[config.mk]
export PLATFORM = sky130hd
export DESIGN_NAME = demux_router
export DESIGN_NICKNAME = d
export VERILOG_FILES = /design/src/rtl/demux_pkg.sv /design/src/rtl/demux_slot.sv /design/src/rtl/demux_router.sv
export SDC_FILE = /design/constraint.sdc
export NUM_CORES = 1
export LEC_CHECK = 0
export ABC_AREA = 1
export CORE_ASPECT_RATIO = 0.5
export CORE_MARGIN = 2
export CORE_UTILIZATION = 53
export DETAILED_ROUTE_END_ITERATION = 8
export PLACE_DENSITY = 0.85
export SYNTH_ARGS = -nofsm -noshare
export SYNTH_HDL_FRONTEND = slang
export SYNTH_SLANG_ARGS = --single-unit
[constraint.sdc]
create_clock -name clk -period 6.2 [get_ports clk]
set_input_delay 1.86 -clock clk [delete_from_list [all_inputs] [get_ports clk]]
set_output_delay 1.86 -clock clk [all_outputs]
set_load 0.005 [all_outputs]
[src/rtl/demux_pkg.sv]
// Shared definitions for the demux_router slice: channel geometry,
// flush FSM state type and the drop counter width.
package demux_pkg;

    localparam int NUM_CH     = 31;
    localparam int DW         = 2;
    localparam int SELW       = 5;
    localparam int DROP_CNT_W = 8;

    typedef enum logic {
        IDLE  = 1'b0,
        FLUSH = 1'b1
    } state_t;

endpackage

[src/rtl/demux_slot.sv]
// One-entry holding register for a single output channel.
// Priority: clear (flush sweep) over fill over drain. A simultaneous
// fill and drain leaves the slot full with the new data.
module demux_slot
    import demux_pkg::*;
(
    input  logic          clk,
    input  logic          rst_n,
    input  logic          fill,
    input  logic          drain,
    input  logic          clear,
    input  logic [DW-1:0] fill_data,
    output logic          valid,
    output logic [DW-1:0] data
);

    // Slot occupancy and payload; data is kept after a drain, zeroed by clear.
    always_ff @(posedge clk or negedge rst_n) begin
        if (!rst_n) begin
            valid <= 1'b0;
            data  <= '0;
        end else if (clear) begin
            valid <= 1'b0;
            data  <= '0;
        end else if (fill) begin
            valid <= 1'b1;
            data  <= fill_data;
        end else if (drain) begin
            valid <= 1'b0;
        end
    end

endmodule

[src/rtl/demux_router.sv]
// Routes one DW-bit input stream to one of NUM_CH channel slots chosen by
// in_sel. Out-of-range selects are accepted and discarded (drop_err pulse).
// A flush pulse starts a sweep that clears one slot per cycle.
// Optional feature macro: DEMUX_DROP_CNT_EN adds a saturating drop_cnt port.
//
// Handshake: a beat moves when valid and ready are both high on a rising
// edge. in_ready is combinational from the slot state and out_ready, so a
// full slot that drains this cycle can take a new beat (pass-through).
module demux_router
    import demux_pkg::*;
(
    input  logic                 clk,
    input  logic                 rst_n,
    input  logic                 in_valid,
    input  logic [SELW-1:0]      in_sel,
    input  logic [DW-1:0]        in_data,
    output logic                 in_ready,
    output logic [NUM_CH*DW-1:0] out_data,
    output logic [NUM_CH-1:0]    out_valid,
    input  logic [NUM_CH-1:0]    out_ready,
    input  logic                 flush,
    output logic                 busy,
    output logic                 drop_err
`ifdef DEMUX_DROP_CNT_EN
    ,
    output logic [DROP_CNT_W-1:0] drop_cnt
`endif
);

    state_t            state;
    logic [SELW-1:0]   idx;
    logic              sel_in_range;
    logic              slot_free;
    logic              accept;
    logic [NUM_CH-1:0] fill_vec;
    logic [NUM_CH-1:0] drain_vec;
    logic [NUM_CH-1:0] clear_vec;

    // Select decode, in_ready and per-slot fill/drain/clear strobes.
    always_comb begin
        sel_in_range = (in_sel < SELW'(NUM_CH));
        slot_free    = 1'b1;
        for (int k = 0; k < NUM_CH; k++) begin
            if (in_sel == SELW'(k)) begin
                slot_free = !out_valid[k] || out_ready[k];
            end
        end
        in_ready = rst_n && (state == IDLE) && slot_free;
        accept   = in_valid && in_ready;
        for (int k = 0; k < NUM_CH; k++) begin
            fill_vec[k]  = accept && (in_sel == SELW'(k));
            drain_vec[k] = (state == IDLE) && out_valid[k] && out_ready[k];
            clear_vec[k] = (state == FLUSH) && (idx == SELW'(k));
        end
    end

    genvar g;
    generate
        for (g = 0; g < NUM_CH; g++) begin : g_slot
            demux_slot u_slot (
                .clk       (clk),
                .rst_n     (rst_n),
                .fill      (fill_vec[g]),
                .drain     (drain_vec[g]),
                .clear     (clear_vec[g]),
                .fill_data (in_data),
                .valid     (out_valid[g]),
                .data      (out_data[g*DW +: DW])
            );
        end
    endgenerate

    // Flush FSM with sweep index, registered busy and drop_err pulse.
    always_ff @(posedge clk or negedge rst_n) begin
        if (!rst_n) begin
            state    <= IDLE;
            idx      <= '0;
            busy     <= 1'b0;
            drop_err <= 1'b0;
        end else begin
            drop_err <= accept && !sel_in_range;
            case (state)
                IDLE: begin
                    if (flush) begin
                        state <= FLUSH;
                        busy  <= 1'b1;
                        idx   <= '0;
                    end
                end
                FLUSH: begin
                    if (idx == SELW'(NUM_CH - 1)) begin
                        state <= IDLE;
                        busy  <= 1'b0;
                        idx   <= '0;
                    end else begin
                        idx <= idx + 1'b1;
                    end
                end
                default: begin
                    state <= IDLE;
                    busy  <= 1'b0;
                    idx   <= '0;
                end
            endcase
        end
    end

`ifdef DEMUX_DROP_CNT_EN
    // Saturating count of discarded beats; untouched by flush.
    always_ff @(posedge clk or negedge rst_n) begin
        if (!rst_n) begin
            drop_cnt <= '0;
        end else if (drop_err && (drop_cnt != {DROP_CNT_W{1'b1}})) begin
            drop_cnt <= drop_cnt + 1'b1;
        end
    end
`else
    // No drop counter in this build; drop_err still reports each discard.
`endif

endmodule

==> run metrics, run 1 <==
Iter 0 DRT Violations=~760; Place WS=-0.353 ns; crit path kind=in -> out; Setup-failing EPs final=0; routed vias/inst=5.79; hold_ws=around 0.48 ns; Fillers=803; Worst Path Required=4.34 ns; synth warn=0; Die H=approximately 77 um; ys flop type=dfrtp_1; Worst Path Buf+Inv=4; Startpoint Class=primary input; post-synthesis sequential area ratio=~45%; Cells after DPL=1019; largest net degree at the start of global routing=55; Max-slew headroom=53.2%; met1 wire length=approximately 7.9 mm; critical path's largest stage delay=0.28 ns; Hold Fails Final Rpt=0; Overflow after GRT=0; placer's final routability congestion estimate=~0.95; CTS buffer count=9; CP max-delay cell=dlygate4sd2_1; layout cells sized above 1=11.9%; hold_sp=busy; Power, Total=1.73 mW; worst path cell trace=dlygate4sd2_1 > inv_2 > nand3_1 > nor2_1 > nor2_1 > nand3_1 > nand2_1 > nand4_1 > nor2_1 > nand4_1 > nand2_1 > nand3_1 > nand2_1 > nand4_1 > nor2_1 > nand4_1 > nand2_1 > nand4_1 > nor2_1 > nand4_2 > inv_1 > clkbuf_2; Clock Skew=about 0.0087 ns; status=completed; Synth top area share=44.6%; Max Slew Vio Count=0; worst r2r path cells=23; CTS Sinks=101; drt first pass iters=6; Clock Latency Late Sink=0.36 ns; antenna diode count=0; RSZ-0062 raised after global routing=no; wirelength, routed=18.9 mm; H-tree levels=3; worst setup margin=0.276 ns; Post-synth EDFFs=0; DR WL/cell=18.3 um; Final min period=5.92 ns; CP arrival=4.06 ns; antenna violations before repair=0; worst vdd ir=188 uV; row cnt=26; Mapped Cells=roughly 740; vias in the first global route=5750; R2R Path Start=g_slot[1].u_slot.valid; fin crit share=between 90 and 100%; max frequency=about 170 MHz; die area=~12000 um2; Worst Hold End=busy; Cell Area, Synth=about 5700 um2; CP Max Fanout=5; DPL Wire Length=13.9 mm; global-route wire length before repair=a little under 30 mm; syn_nets=791; CP endpoint kind=output port; Initial Util=around 55%; synthesized area per cell=7.62 um2; setup TNS=0 ns; clk slew on worst S/H paths=0.07 ns; DRC viols=0; fin cells=1037; flops & latches, synth=101; Async SR Flop Fraction=100%; Synth cell types=32; Synth area leaders=dfrtp_1, nand3_1, nand2_1; root buffer cell=clkbuf_16; port bufs=137; fin area=7560 um2; met3 routed WL=2.28 mm; reg2reg setup slack=2.91 ns; CTS tree=done; RR Endpoint=drop_err; via count=6001; routed wl met2=8.44 mm; total track usage=33.2%; worst-margin pin slew=around 0.70 ns; total core area=10300 um2; I/O pin cnt=138; Nets=939; worst hold path cell count=2; MaxCap Viol Count=0; placed inst area=7260 um2; cell family with most CP delay=simple AND/OR/NAND/NOR gates; Max clock buf depth=2; PwrDens=228 nW/um2; Area Growth Syn to Fin=33.5%; ANT nets after route=0; Chip Width=about 150 um; Max Used Layer=met4; Lkg Pwr=3.77 nW; Yosys top cell by area=dfrtp_1; fin util=73.4%; min-delay worst type=reg -> reg
[cells in the mapped netlist (5+ instances only)]
master and number:
a21oi_1 12, buf_2 5, buf_4 33, buf_6 6, clkbuf_1 13, dfrtp_1 101, ha_1 5, inv_1 92
inv_2 5, nand2_1 133, nand3_1 143, nand4_1 51, nor2_1 71, nor2_4 5, nor3_1 6, o211ai_1 8
o21ai_0 18, o21ai_1 9
[final cells by class]
type,count,area (um2),area share [%]
clock buffer,9,225,2.98
clock inverter,7,57.6,0.761
inverter,100,375,4.96
multi-input combinational,483,2390,31.6
sequential,101,2530,33.4
tap,140,175,2.32
timing repair buffer,197,1820,24.0
[state kept, by name, indices dropped and copies added, names as in the netlist]
signal	flops
g_slot.u_slot.data	62
g_slot.u_slot.valid	31
idx	5
busy	1
drop_err	1
state	1
[power by group]
part / internal, mW / switching (mW)
clock: 0.278 / 0.272
sequential: 0.694 / 0.0351
combinational: 0.142 / 0.305
total: 1.11 / 0.612
[repair_timing]
action / CTS / global route
pin swaps: 8 / 12
hold buffers: 0 / 0
setup endpoints to repair: 1 / 1
resized for setup: 12 / 17
setup buffers: 2 / 0
gates cloned: 0 / 0
[worst reg2reg max path, cell delays in order, from the launching register on]
cell     delay [ns]
dfrtp_1        0.41
nand2_2        0.10
nor2_1         0.05
nor2_1         0.10
nand3_1        0.08
nand2_1        0.06
nand4_1        0.09
nor2_1         0.15
nand4_1        0.11
nand2_1        0.08
nand3_1        0.06
nand2_1        0.07
nand4_1        0.08
nor2_1         0.13
nand4_1        0.09
nand2_1        0.10
nand4_1        0.08
nor2_1         0.12
nand4_2        0.09
buf_4          0.16
nor2_4         0.38
buf_12         0.30
nand2_1        0.08
nor3_1         0.21
[cells by family (layout without fill, tap and decap cells)]
family          after synthesis  count (layout)  synth area share (%)
compound gates               57              57                  5.78
simple gates                420             420                  34.7
xor+xnor                      1               1                 0.155
buf+inv                     160             313                  13.7
fa+ha+maj                     5               5                  1.10
flops                       101             101                  44.6
[worst max-delay path by stage]
stage | cells past startpoint | end | startpoint | slack, ns
after floorplan | 20 | in_ready | in_sel[2] | 0.93
after global placement | 23 | in_ready | in_sel[1] | -0.29
after detailed placement | 22 | in_ready | in_sel[1] | -0.35
after CTS | 22 | in_ready | out_ready[0] | 0.02
after global routing | 22 | in_ready | in_sel[4] | 0.01
final | 22 | in_ready | in_sel[4] | 0.28
[metal layers]
metal  vias to the layer above  track usage, %
li1                       2737               -
met1                      2821            46.7
met2                       400            50.0
met3                        43            9.88
met4                         0            8.87
met5                         -               0
[cells in the final DEF (no fill, tap or decap), types with 2 or more instances in the layout]
master	instances
nand3_1	141
nand2_1	130
clkdlybuf4s50_1	127
dfrtp_1	101
inv_1	89
nor2_1	71
buf_4	59
nand4_1	51
o21ai_0	18
a21oi_1	12
o21ai_1	9
clkbuf_16	9
o211ai_1	8
inv_2	8
nor3_1	6
nor2_4	6
nand2_2	6
ha_1	5
clkbuf_2	5
clkinv_1	3
o31ai_1	3
o22ai_1	3
dlymetal6s2s_1	3
nor2_2	2
a21boi_1	2
nand3_2	2
nand3b_1	2
clkinvlp_4	2
inv_6	2
No activity file was read; power rests on OpenSTA's default activity.
==> run 2, diff against run 1 <==
--- a/config.mk
+++ b/config.mk
@@ -9,6 +9,8 @@
 export CORE_ASPECT_RATIO = 0.5
 export CORE_MARGIN = 2
 export CORE_UTILIZATION = 53
+export CTS_CLUSTER_DIAMETER = 120
+export CTS_CLUSTER_SIZE = 30
 export DETAILED_ROUTE_END_ITERATION = 8
 export PLACE_DENSITY = 0.85
 export SYNTH_ARGS = -nofsm -noshare
==> results of run 2 <==
Final layout, timing and power as in run 1 (identical DEF).
==> run 3, diff against run 2 <==
--- a/config.mk
+++ b/config.mk
@@ -8,11 +8,12 @@
 export ABC_AREA = 1
 export CORE_ASPECT_RATIO = 0.5
 export CORE_MARGIN = 2
-export CORE_UTILIZATION = 53
+export CORE_UTILIZATION = 52
 export CTS_CLUSTER_DIAMETER = 120
 export CTS_CLUSTER_SIZE = 30
 export DETAILED_ROUTE_END_ITERATION = 8
-export PLACE_DENSITY = 0.85
+export PLACE_DENSITY = 0.83
+export SETUP_SLACK_MARGIN = 0.15
 export SYNTH_ARGS = -nofsm -noshare
 export SYNTH_HDL_FRONTEND = slang
 export SYNTH_SLANG_ARGS = --single-unit
==> run metrics, run 3 (synthesis gave the netlist of run 1 again) <==
Worst Path Required=4.34 ns (about the same); hold_sp=busy; CP arrival=3.98 ns (-0.08 ns); Worst Path Buf+Inv=4 (unchanged); fin crit share=94.3% (-1.3 points); ANT nets after route=0 (unchanged); Chip Width=152 um (+0.93%); DPL Wire Length=14.1 mm (+2.0%); cell family with most CP delay=simple AND/OR/NAND/NOR gates; Initial Util=54.4% (-0.52 points); Power, Total=1.77 mW (+2.6%); antenna violations before repair=0 (unchanged); commonest non-fill, non-tap cell in the layout=nand3_1; cts hold-fix bufs=0 (unchanged); via count=6132 (+2.2%); Max Slew Vio Count=0 (unchanged); largest net degree at the start of global routing=53 (-3.6%); Worst Hold End=busy; Die H=77.8 um (+0.91%); layout cells sized above 1=12.8% (+0.88 points); global-route wire length before repair=30.1 mm (+2.5%); crit path kind=in -> out; status=complete, but fails checks; Hold Fails Final Rpt=0 (unchanged); max frequency=171 MHz (+1.4%); worst-margin pin slew=0.671 ns (-0.0317 ns); Iter 0 DRT Violations=934 (+22%); RR Endpoint=g_slot[22].u_slot.data[0]; reg2reg setup slack=3.04 ns (+0.13 ns); Max clock buf depth=2 (unchanged); DR WL/cell=18.7 um (+2.6%); Cells after DPL=1019 (unchanged); root buffer cell=clkbuf_16; clk slew on worst S/H paths=0.07 ns (about the same); critical path's largest stage delay=0.15 ns (-0.13 ns); RSZ-0062 raised after global routing=no; placer's final routability congestion estimate=1.01 (+5.9%); die area=11800 um2 (+1.8%); CP endpoint kind=output port; violated checks=design-rule violations; Clock Skew=0.00743 ns (-0.00129 ns); DRC viols=19 (+19); Overflow after GRT=0 (unchanged); port bufs=137 (unchanged); Clock Latency Late Sink=0.35 ns (about the same); wirelength, routed=19.5 mm (+2.7%); fin cells=1038 (+0.096%); Lkg Pwr=3.79 nW (+0.57%); CTS buffer count=9 (unchanged); Reg with most FFs=g_slot.u_slot.data; total core area=10400 um2 (+0.95%); drt first pass iters=9 (+3); worst vdd ir=193 uV (+2.8%); Most common cell on crit path=nand4_1; CP max-delay cell=nor2_4; MaxCap Viol Count=0 (unchanged); vias in the first global route=5965 (+3.7%); antenna diode count=0 (unchanged); Max-slew headroom=55.3% (+2.1 points); total track usage=33.3% (+0.10 points); min-delay worst type=reg -> reg; Largest regs=g_slot.u_slot.data x62, g_slot.u_slot.valid x31, idx x5; row cnt=26 (unchanged); Final min period=5.84 ns (-0.0801 ns); I/O pin cnt=138 (unchanged); CTS Sinks=101 (unchanged); routed vias/inst=5.91 (+2.1%); worst path cell trace=clkbuf_2 > inv_2 > nor2_4 > nand2_2 > nor2_4 > a21oi_1 > nand2_1 > nand4_1 > nor2_1 > nand4_1 > nand2_1 > nand3_1 > nand2_1 > nand4_1 > nor2_1 > nand4_1 > nand2_1 > nand4_1 > nor2_1 > nand4_2 > inv_1 > buf_2; most frequent cells in the layout=nand3_1, nand2_1, clkdlybuf4s50_1; setup TNS=0 ns (unchanged); Startpoint Class=primary input; PwrDens=234 nW/um2 (+2.4%); Setup-failing EPs final=0 (unchanged); Nets=940 (+0.11%); CP Max Fanout=4 (-1); Fillers=806 (+0.37%); max FFs per register=62 (unchanged); CTS tree=done; R2R Path Start=g_slot[0].u_slot.valid; Area Growth Syn to Fin=33.7%; worst r2r path cells=24 (+4.3%); H-tree levels=3 (unchanged); worst hold path cell count=2 (unchanged)
run 3: worst max path at each step:
stage                      start        to  slack, ns  cells past startpoint
floorplan              in_sel[2]  in_ready       0.93                     20
global placement       in_sel[3]  in_ready      -0.25                     22
detailed placement     in_sel[1]  in_ready      -0.37                     23
CTS                 out_ready[3]  in_ready       0.15                     22
global route           in_sel[3]  in_ready       0.15                     22
finish                 in_sel[2]  in_ready       0.36                     22
run 3: power breakdown:
group          total, mW  switching (mW)  internal, mW  leakage, nW
Clock              0.592           0.273         0.318        0.143
Combinational      0.450           0.307         0.144         2.26
Sequential         0.729          0.0351         0.694         1.39
run 3: metrics by stage:
stage / hold slack [ns] / setup slack [ns] / area [um2] / util, %
after global routing: 0.518 / 0.148 / 7580 / 72.8
after detailed placement: 0.465 / -0.367 / 7250 / 69.6
after CTS: 0.491 / 0.154 / 7570 / 72.7
final: 0.488 / 0.356 / 7580 / 72.8
after floorplan: 0.465 / 0.934 / 5670 / -
after global placement: 0.466 / -0.248 / 7250 / 69.6
run 3: per-layer routing:
metal  share of wire, %  global-route usage, %  vias up
met5                  0                      0        -
met4                2.5                   10.5        0
met3                 14                   12.4       64
met2                 44                   50.9      448
met1                 39                   44.0     2883
li1                   -                      -     2737
run 3: layout make-up:
| type | count | area [um2] | area share [%] |
|---|---|---|---|
| multi-input combinational | 483 | 2380 | 31.5 |
| inverter | 100 | 375 | 4.95 |
| tap | 140 | 175 | 2.31 |
| timing repair buffer | 198 | 1810 | 23.9 |
| clock buffer | 9 | 225 | 2.97 |
| clock inverter | 7 | 80.1 | 1.06 |
| sequential | 101 | 2530 | 33.4 |
run 3: worst reg2reg max path: stages (launching register included):
cell and delay, ns:
dfrtp_1 0.43, nand2_2 0.11, nor2_2 0.04, nor2_1 0.09, nand3_1 0.08, nand2_1 0.07
nand4_1 0.09, nor2_1 0.13, nand4_1 0.10, nand2_1 0.09, nand3_1 0.06, nand2_1 0.08
nand4_1 0.07, nor2_1 0.10, nand4_1 0.09, nand2_1 0.13, nand4_1 0.10, nor2_1 0.13
nand4_2 0.10, buf_4 0.15, buf_4 0.13, nor2_4 0.08, buf_4 0.37, nand4_1 0.17
nand2_1 0.10
run 3: timing repair:
item                       CTS  global route
gates resized for setup     17            22
hold endpoints to repair     0             0
setup endpoints to repair    1             1
setup buffers                2             1
pin swaps                   10            12
